`src/rtl/cg_pkg.sv`:
```
// Shared definitions for the clock-gating enable path: FSM state encoding
// and the default idle run length used by the enable controller.
package cg_pkg;

  typedef enum logic [1:0] {
    ACTIVE = 2'd0,
    DRAIN  = 2'd1,
    SLEEP  = 2'd2
  } cg_state_e;

  localparam int CG_IDLE_CYCLES_DEF = 4;
  localparam int CG_CNT_W_DEF       = 8;

  // The gated clock runs in every state except SLEEP.
  function automatic logic cg_clock_on(input cg_state_e s);
    return (s != SLEEP);
  endfunction

endpackage

```
`src/rtl/cg_change_det.sv`:
```
// Activity detector: registers the watched bus and flags any difference
// between the current value and the value captured on the previous edge.
module cg_change_det #(
  parameter int WIDTH = 2
) (
  input  logic             clk,
  input  logic             rst_n,
  input  logic [WIDTH-1:0] i_d,
  output logic             o_chg
);

  logic [WIDTH-1:0] r_d_prev;

  always_ff @(posedge clk or negedge rst_n) begin
    if (!rst_n) begin
      r_d_prev <= '0;
    end else begin
      r_d_prev <= i_d;
    end
  end

  assign o_chg = (i_d != r_d_prev);

endmodule

```
`src/rtl/cg_enable_ctrl.sv`:
```
// Activity-based enable for an integrated clock-gating cell: keeps the gated
// clock running while data moves, drains one cycle, then gates off when idle.
module cg_enable_ctrl
  import cg_pkg::*;
#(
  parameter int WIDTH       = 2,
  parameter int IDLE_CYCLES = CG_IDLE_CYCLES_DEF,
  parameter int CNT_W       = CG_CNT_W_DEF
) (
  input  logic             clk,
  input  logic             rst_n,
  input  logic [WIDTH-1:0] d,
  input  logic             force_on,
  input  logic             sleep_req,
  output logic             gate_en,
  output logic             awake,
  output logic             wake_pulse,
  output logic [CNT_W-1:0] idle_cnt
);

  localparam logic [CNT_W-1:0] LP_CNT_LAST = CNT_W'(IDLE_CYCLES - 1);
  localparam logic [CNT_W-1:0] LP_CNT_ONE  = CNT_W'(1);

  cg_state_e        r_state;
  cg_state_e        w_state_next;
  logic [CNT_W-1:0] r_idle_cnt;
  logic [CNT_W-1:0] w_idle_cnt_next;
  logic             r_gate_en;
  logic             r_awake;
  logic             r_wake_pulse;
  logic             w_wake_next;
  logic             w_chg;
  logic             w_activity;

  cg_change_det #(
    .WIDTH (WIDTH)
  ) u_change_det (
    .clk   (clk),
    .rst_n (rst_n),
    .i_d   (d),
    .o_chg (w_chg)
  );

  // force_on outranks everything and behaves exactly like a data change.
  assign w_activity = force_on | w_chg;

  always_comb begin
    w_state_next    = r_state;
    w_idle_cnt_next = r_idle_cnt;
    unique case (r_state)
      ACTIVE: begin
        if (w_activity) begin
          w_idle_cnt_next = '0;
        end else if (sleep_req) begin
          w_state_next = DRAIN;
        end else if (r_idle_cnt == LP_CNT_LAST) begin
          w_state_next = DRAIN;
        end else begin
          w_idle_cnt_next = r_idle_cnt + LP_CNT_ONE;
        end
      end
      DRAIN: begin
        if (w_activity) begin
          w_state_next    = ACTIVE;
          w_idle_cnt_next = '0;
        end else begin
          w_state_next = SLEEP;
        end
      end
      SLEEP: begin
        if (w_activity) begin
          w_state_next    = ACTIVE;
          w_idle_cnt_next = '0;
        end
      end
      default: begin
        w_state_next    = ACTIVE;
        w_idle_cnt_next = '0;
      end
    endcase
  end

  // Only a wake from SLEEP pulses; a DRAIN abort never stopped the clock.
  assign w_wake_next = (r_state == SLEEP) && (w_state_next == ACTIVE);

  always_ff @(posedge clk or negedge rst_n) begin
    if (!rst_n) begin
      r_state      <= ACTIVE;
      r_idle_cnt   <= '0;
      r_gate_en    <= 1'b1;
      r_awake      <= 1'b1;
      r_wake_pulse <= 1'b0;
    end else begin
      r_state      <= w_state_next;
      r_idle_cnt   <= w_idle_cnt_next;
      r_gate_en    <= cg_clock_on(w_state_next);
      r_awake      <= cg_clock_on(w_state_next);
      r_wake_pulse <= w_wake_next;
    end
  end

  assign gate_en    = r_gate_en;
  assign awake      = r_awake;
  assign wake_pulse = r_wake_pulse;
  assign idle_cnt   = r_idle_cnt;

endmodule
```
`config.mk`:
```
export PLATFORM = sky130hd
export DESIGN_NAME = cg_enable_ctrl
export DESIGN_NICKNAME = d
export VERILOG_FILES = /design/src/rtl/cg_pkg.sv /design/src/rtl/cg_change_det.sv /design/src/rtl/cg_enable_ctrl.sv
export SDC_FILE = /design/constraint.sdc
export NUM_CORES = 1
export LEC_CHECK = 0
export ABC_AREA = 1
export CAP_MARGIN = 0
export CORE_MARGIN = 3
export CORE_UTILIZATION = 30
export CTS_BUF_LIST = sky130_fd_sc_hd__clkbuf_16
export DETAILED_ROUTE_END_ITERATION = 8
export SYNTH_ARGS = -nofsm -noshare
export SYNTH_HDL_FRONTEND = slang
export SYNTH_HIERARCHICAL = 1
export SYNTH_SLANG_ARGS = --single-unit
```
`constraint.sdc`:
```
create_clock -name clk -period 1.7 [get_ports clk]
set_input_delay 0.255 -clock clk [delete_from_list [all_inputs] [get_ports clk]]
set_output_delay 0.255 -clock clk [all_outputs]
set_load 0.03 [all_outputs]
```
# After elaboration in Yosys (flattened, before gate mapping)
# Cells that the tools add are included.
# word_totals
reg_bits	14
latchBits	0
ramBits	0
mem_count	0
word_cells	31
mem_bits_ro	0
out_inout_bits	11
# classes
div_mod_pow	0
shift	0
n_lt_le_gt_ge	0
bitwise_logic	1
n_reduce_logical	5
mux	11
multipliers	0
eq_ne	8
addsub	1
# ops
cell	n
2-to-1 mux 8 bit	4
case mux 8 bit (2 select lines)	1
2-to-1 mux 2 bit	5
adder 8 x 1 -> 8 bit (second input constant)	1
== test 8 x 2 -> 1 bit (second input constant)	1
!= test 3 bit (second input constant)	2
case mux 2 bit (3 select lines)	1
logical NOT 2 bit	2
AND reduction 3 bit	1
== test 2 x 1 -> 1 bit (second input constant)	1
== test 2 bit (second input constant)	1
!= test 2 x 1 -> 1 bit (second input constant)	1
!= test 2 bit	1
!= test 2 bit (second input constant)	1
OR reduction 2 bit	1
logical AND 1 bit	1
OR 1 bit	1

# Depth between registers and ports, before layout
# Gate-level depths: netlist of the first run.
# depth
depth_word	7
depth_mapped	12
depth_no_buf	12

# By module
# Netlist of the first run, hierarchy kept.
# modules_own_cells
module	cells_per_inst	instances	area_per_inst_um2
cg_enable_ctrl	106	1	805.8
cg_change_det	9	1	81.3

# Least setup slack after synthesis of the first run
# OpenSTA, ideal clock, no wires.
# synth_timing
path_kind	register -> register
startpoint	reg r_idle_cnt[0] (netlist: idle_cnt[0])
endpoint	reg r_idle_cnt[0] (netlist: idle_cnt[0])
path_stages_with_launch	11
period_less_slack_ps	1546
required_time_ps	1624
path_buffers	1
slack_ps	154
arrival_ps	1470
cell_sequence	dfrtp_1 ha_1 nand2_1 nor2_1 nand2_1 nand2_2 nand2_4 nand2_4 buf_8 nand2_1 o21ai_2
# synth_between
elab_chain_len	5
elab_cells_between_ends	8
# synth_lines
element	line	rtl
start: declaration	cg_enable_ctrl.sv:26	logic [CNT_W-1:0] r_idle_cnt;
start signal: assignment	cg_enable_ctrl.sv:95	r_idle_cnt <= w_idle_cnt_next;
adder 8 x 1 -> 8 bit	cg_enable_ctrl.sv:59	w_idle_cnt_next = r_idle_cnt + LP_CNT_ONE;
2-to-1 mux 8 bit	cg_enable_ctrl.sv:56	end else if (r_idle_cnt == LP_CNT_LAST) begin
2-to-1 mux 8 bit	cg_enable_ctrl.sv:54	end else if (sleep_req) begin
2-to-1 mux 8 bit	cg_enable_ctrl.sv:52	if (w_activity) begin
case mux 8 bit (2 select lines)	cg_enable_ctrl.sv:50	unique case (r_state)
# Several ways; a longest one is shown, not always the timed one. The select of a mux whose other input is x is not followed.
# A chain may end at the register's enable or synchronous reset.

# Worst setup path after layout of the first run
# layout_timing
startpoint	reg r_idle_cnt[6] (netlist: idle_cnt[6])
endpoint	out idle_cnt[6]
# layout_lines
element	line	rtl
end: declaration	cg_enable_ctrl.sv:18	output logic [CNT_W-1:0] idle_cnt
# No word-level cell between the ends.

==> metrics.txt, run 1 <==
Post-CTS Setup Bufs=0; area grow syn2layout=33.1%; switching portion of total power=31.5%; starting density of the core=31.9%; register bit total from synthesis=14; number of fill cells=268; pre-CTS setup slack=-0.0802 ns; largest net degree at the start of global routing=15; Reg area=around 350 sq um; GPL Wtd Cong=0.772; Yosys cell types=22; CP required=between 1 and 1.5 ns; Tmin final=1.63 ns; top post-synthesis cells by count=nand2_1, inv_1, dfrtp_1; clk sinks=14; Slew HR=79.0%; Mapped Cells=115; Int Power=between 800 and 900 uW; TritonCTS Buffers=3; Max stage delay on crit path=0.70 ns; dpl cells=165; sum of negative setup slack=0 ns; critical setup path kind=flop to output pin; H-tree Lvls=1; CTS max path bufs=2; startpoint types=flop; Post-DP HPWL=about 1.3 mm; ratio of final minimum period to clock period=between 90% and 100%; YS warnings=6; P_sw=381 uW; I/O pins=17; EDFF count, synth=0; DRC=0; Syn Nets=approximately 130; detailed-route via count=773; kind of end point of the critical path=output pin; TritonRoute pass-1 iters=4; cells along the critical path=clkdlybuf4s50_1; area share of the largest cell type after synthesis=a little under two fifths; post-route cell area=1180 sq um; global-route wire length before repair=3.14 mm; Die Wd=between 60 and 70 um; drt wl/cell=10.1 um; initial antenna violation count=0; Max VDD drop=0.811 mV; DR iter-0 viols=30; Top Layer Used=met4; Syn Area/Cell=7.71 sq um; Slew @ Worst Pin=0.314 ns; skew final=0.000847 ns; routed wl met3=~130 um; clk root buf=clkbuf_16; fin nets=150; Yosys top cell by area=dfrtp_1; clk_lat worst skew=0.24 ns; Post-Route WL=1.71 mm; Top FF cell, synth=dfrtp_1; Placed Area=1090 sq um; combinational power share=29.5%; Worst Reg-to-Reg Cells=9; Antenna Violating Nets Remaining=0; die area=3650 sq um; Hold Vio Cnt, Final=0; reg2reg end=idle_cnt[2]$_DFFE_PN0P_; Slowest-stage cell, CP=clkdlybuf4s50_1; DR WL met2=788 um; ANT cells=0; vias in the first global route=729; Top delay family on crit path=buffers and inverters; Clock Power Share=36.9%; Non-Filler Instances=169; proportion of layout cells with a drive suffix above 1=between 10% and 20%; Power Density=1020 nW/um^2; R2R Setup Slk=0.25 ns; sequential area share after synthesis=39.6%; via/cell ratio=4.57; Worst EP arrival=roughly 1.4 ns; Leak Pwr=~0.00058 uW; max_cap viols=0; Cell Area, Synth=887 sq um; CP bufs+invs=1; Fmax=614 MHz; area of the multi-input gates=427 sq um; status=finished, final reports clean; most common cell in the synthesized netlist=nand2_1; total power=1210 uW; slack of the critical path=approximately 0.072 ns; Area contributors post-synth=dfrtp_1, nand2_1, inv_1; Hold WC Path Type=input pin to asynchronous set/reset pin; Core ar.=between 2000 and 3000 sq um; final setup vio count=0; clock transition at the registers of the reported paths=0.05 ns; # port buffers=16; Die H=60.4 um; crit path max fanout=6; fin. max-slew vios=0; RSZ-0062 raised after global routing=no; CTS tree=done; worst r2r src=idle_cnt[0]$_DFFE_PN0P_; post-route met1 wirelength=775 um; Seq pwr share=about a third; GRT Util Overall=11.5%; FP Rows=19; aggregate global routing overflow=0; share of async-settable or async-resettable flops after synthesis=100%
power by group through the flow:
| stage | Sequential [uW] | Clock [uW] | Combinational, uW |
|---|---|---|---|
| global placement | 411 | 0 | 361 |
| detailed placement | 410 | 0 | 361 |
| global route | 413 | 480 | 394 |
| CTS | 408 | 460 | 365 |
| floorplan | 449 | 0 | 208 |
| finish | 406 | 446 | 357 |
worst max path at each step:
stage                       startpoint                       to  slack (ns)  cells past startpoint
6_report       idle_cnt[6]$_DFFE_PN0P_              idle_cnt[6]        0.07                      1
5_1_grt        idle_cnt[6]$_DFFE_PN0P_              idle_cnt[6]        0.02                      1
4_1_cts                awake$_DFF_PN1_                  gate_en       0.003                      1
3_5_place_dp                      d[1]     wake_pulse$_DFF_PN0_       -0.08                     11
3_3_place_gp                      d[1]  idle_cnt[2]$_DFFE_PN0P_       -0.05                     11
2_1_floorplan  idle_cnt[0]$_DFFE_PN0P_  idle_cnt[0]$_DFFE_PN0P_        0.15                     10
per-layer routing:
metal | track usage [%] | up-vias
li1 | - | 405
met1 | 14.8 | 349
met2 | 17.6 | 17
met3 | 5.32 | 2
met4 | 2.85 | 0
met5 | 0 | -
final cells by class:
cell class / instances / area share, %
multi-input cells: 78 / 36.1
clock buffers: 3 / 6.36
flip-flops and latches: 14 / 29.8
inverters: 20 / 6.36
repair buffers: 22 / 17.8
clock inverters: 1 / 0.318
well taps: 31 / 3.28
registers in the layout, summed over array words and instances (netlist names):
name and cells:
wake_pulse 1, u_change_det/r_d_prev 2, idle_cnt 8, awake 1
r_state 2
worst reg2reg max path: stages (launching register included):
cell and delay [ns]:
dfrtp_1 0.42, ha_1 0.26, nand2_1 0.08, nor2_1 0.04
nand2_1 0.06, nand2_2 0.07, nand2_4 0.08, nand2_4 0.11
a21oi_1 0.14, nor2_1 0.06
logic make-up (layout without fill, tap and decap cells):
family | count (synthesis) | in the layout | synth area share [%]
AO/OA/AOI/OAI | 13 | 13 | 9.31
XOR/XNOR | 1 | 1 | 0.987
flip-flops | 14 | 14 | 39.6
AND/OR/NAND/NOR | 59 | 59 | 30.5
adder cells (fa/ha/maj) | 5 | 5 | 7.05
buffers and inverters | 23 | 46 | 12.6
per-stage QoR:
step                      hold WS (ns)  utilization [%]
after floorplan                -0.0406                -
after global placement           0.521             39.4
after detailed placement         0.528             39.4
after CTS                        0.335             42.2
after global routing             0.341             42.5
final                            0.327             42.5
layout by cell type, fill, tap and decap left out, drive strengths merged:
cell / count
o21bai: 1
dlymetal6s2s: 2
o21ai: 9
nand4: 7
nor2: 8
clkdlybuf4s50: 14
clkbuf: 3
dfrtp: 13
nand3: 5
buf: 6
clkinv: 1
nand2: 39
ha: 5
a21oi: 3
dfstp: 1
inv: 20
xnor2: 1
timing repair:
item,CTS,global route
gates resized for setup,0,3
hold buffers,0,0
endpoints found under the setup margin,0,5
(Power assumes the default switching activity.)
==> run 2: changes to the inputs <==
--- a/config.mk
+++ b/config.mk
@@ -11,6 +11,7 @@
 export CORE_UTILIZATION = 30
 export CTS_BUF_LIST = sky130_fd_sc_hd__clkbuf_16
 export DETAILED_ROUTE_END_ITERATION = 8
+export SKIP_LAST_GASP = 1
 export SYNTH_ARGS = -nofsm -noshare
 export SYNTH_HDL_FRONTEND = slang
 export SYNTH_HIERARCHICAL = 1
==> results of run 2 <==
Final layout, timing and power as in run 1 (identical DEF).
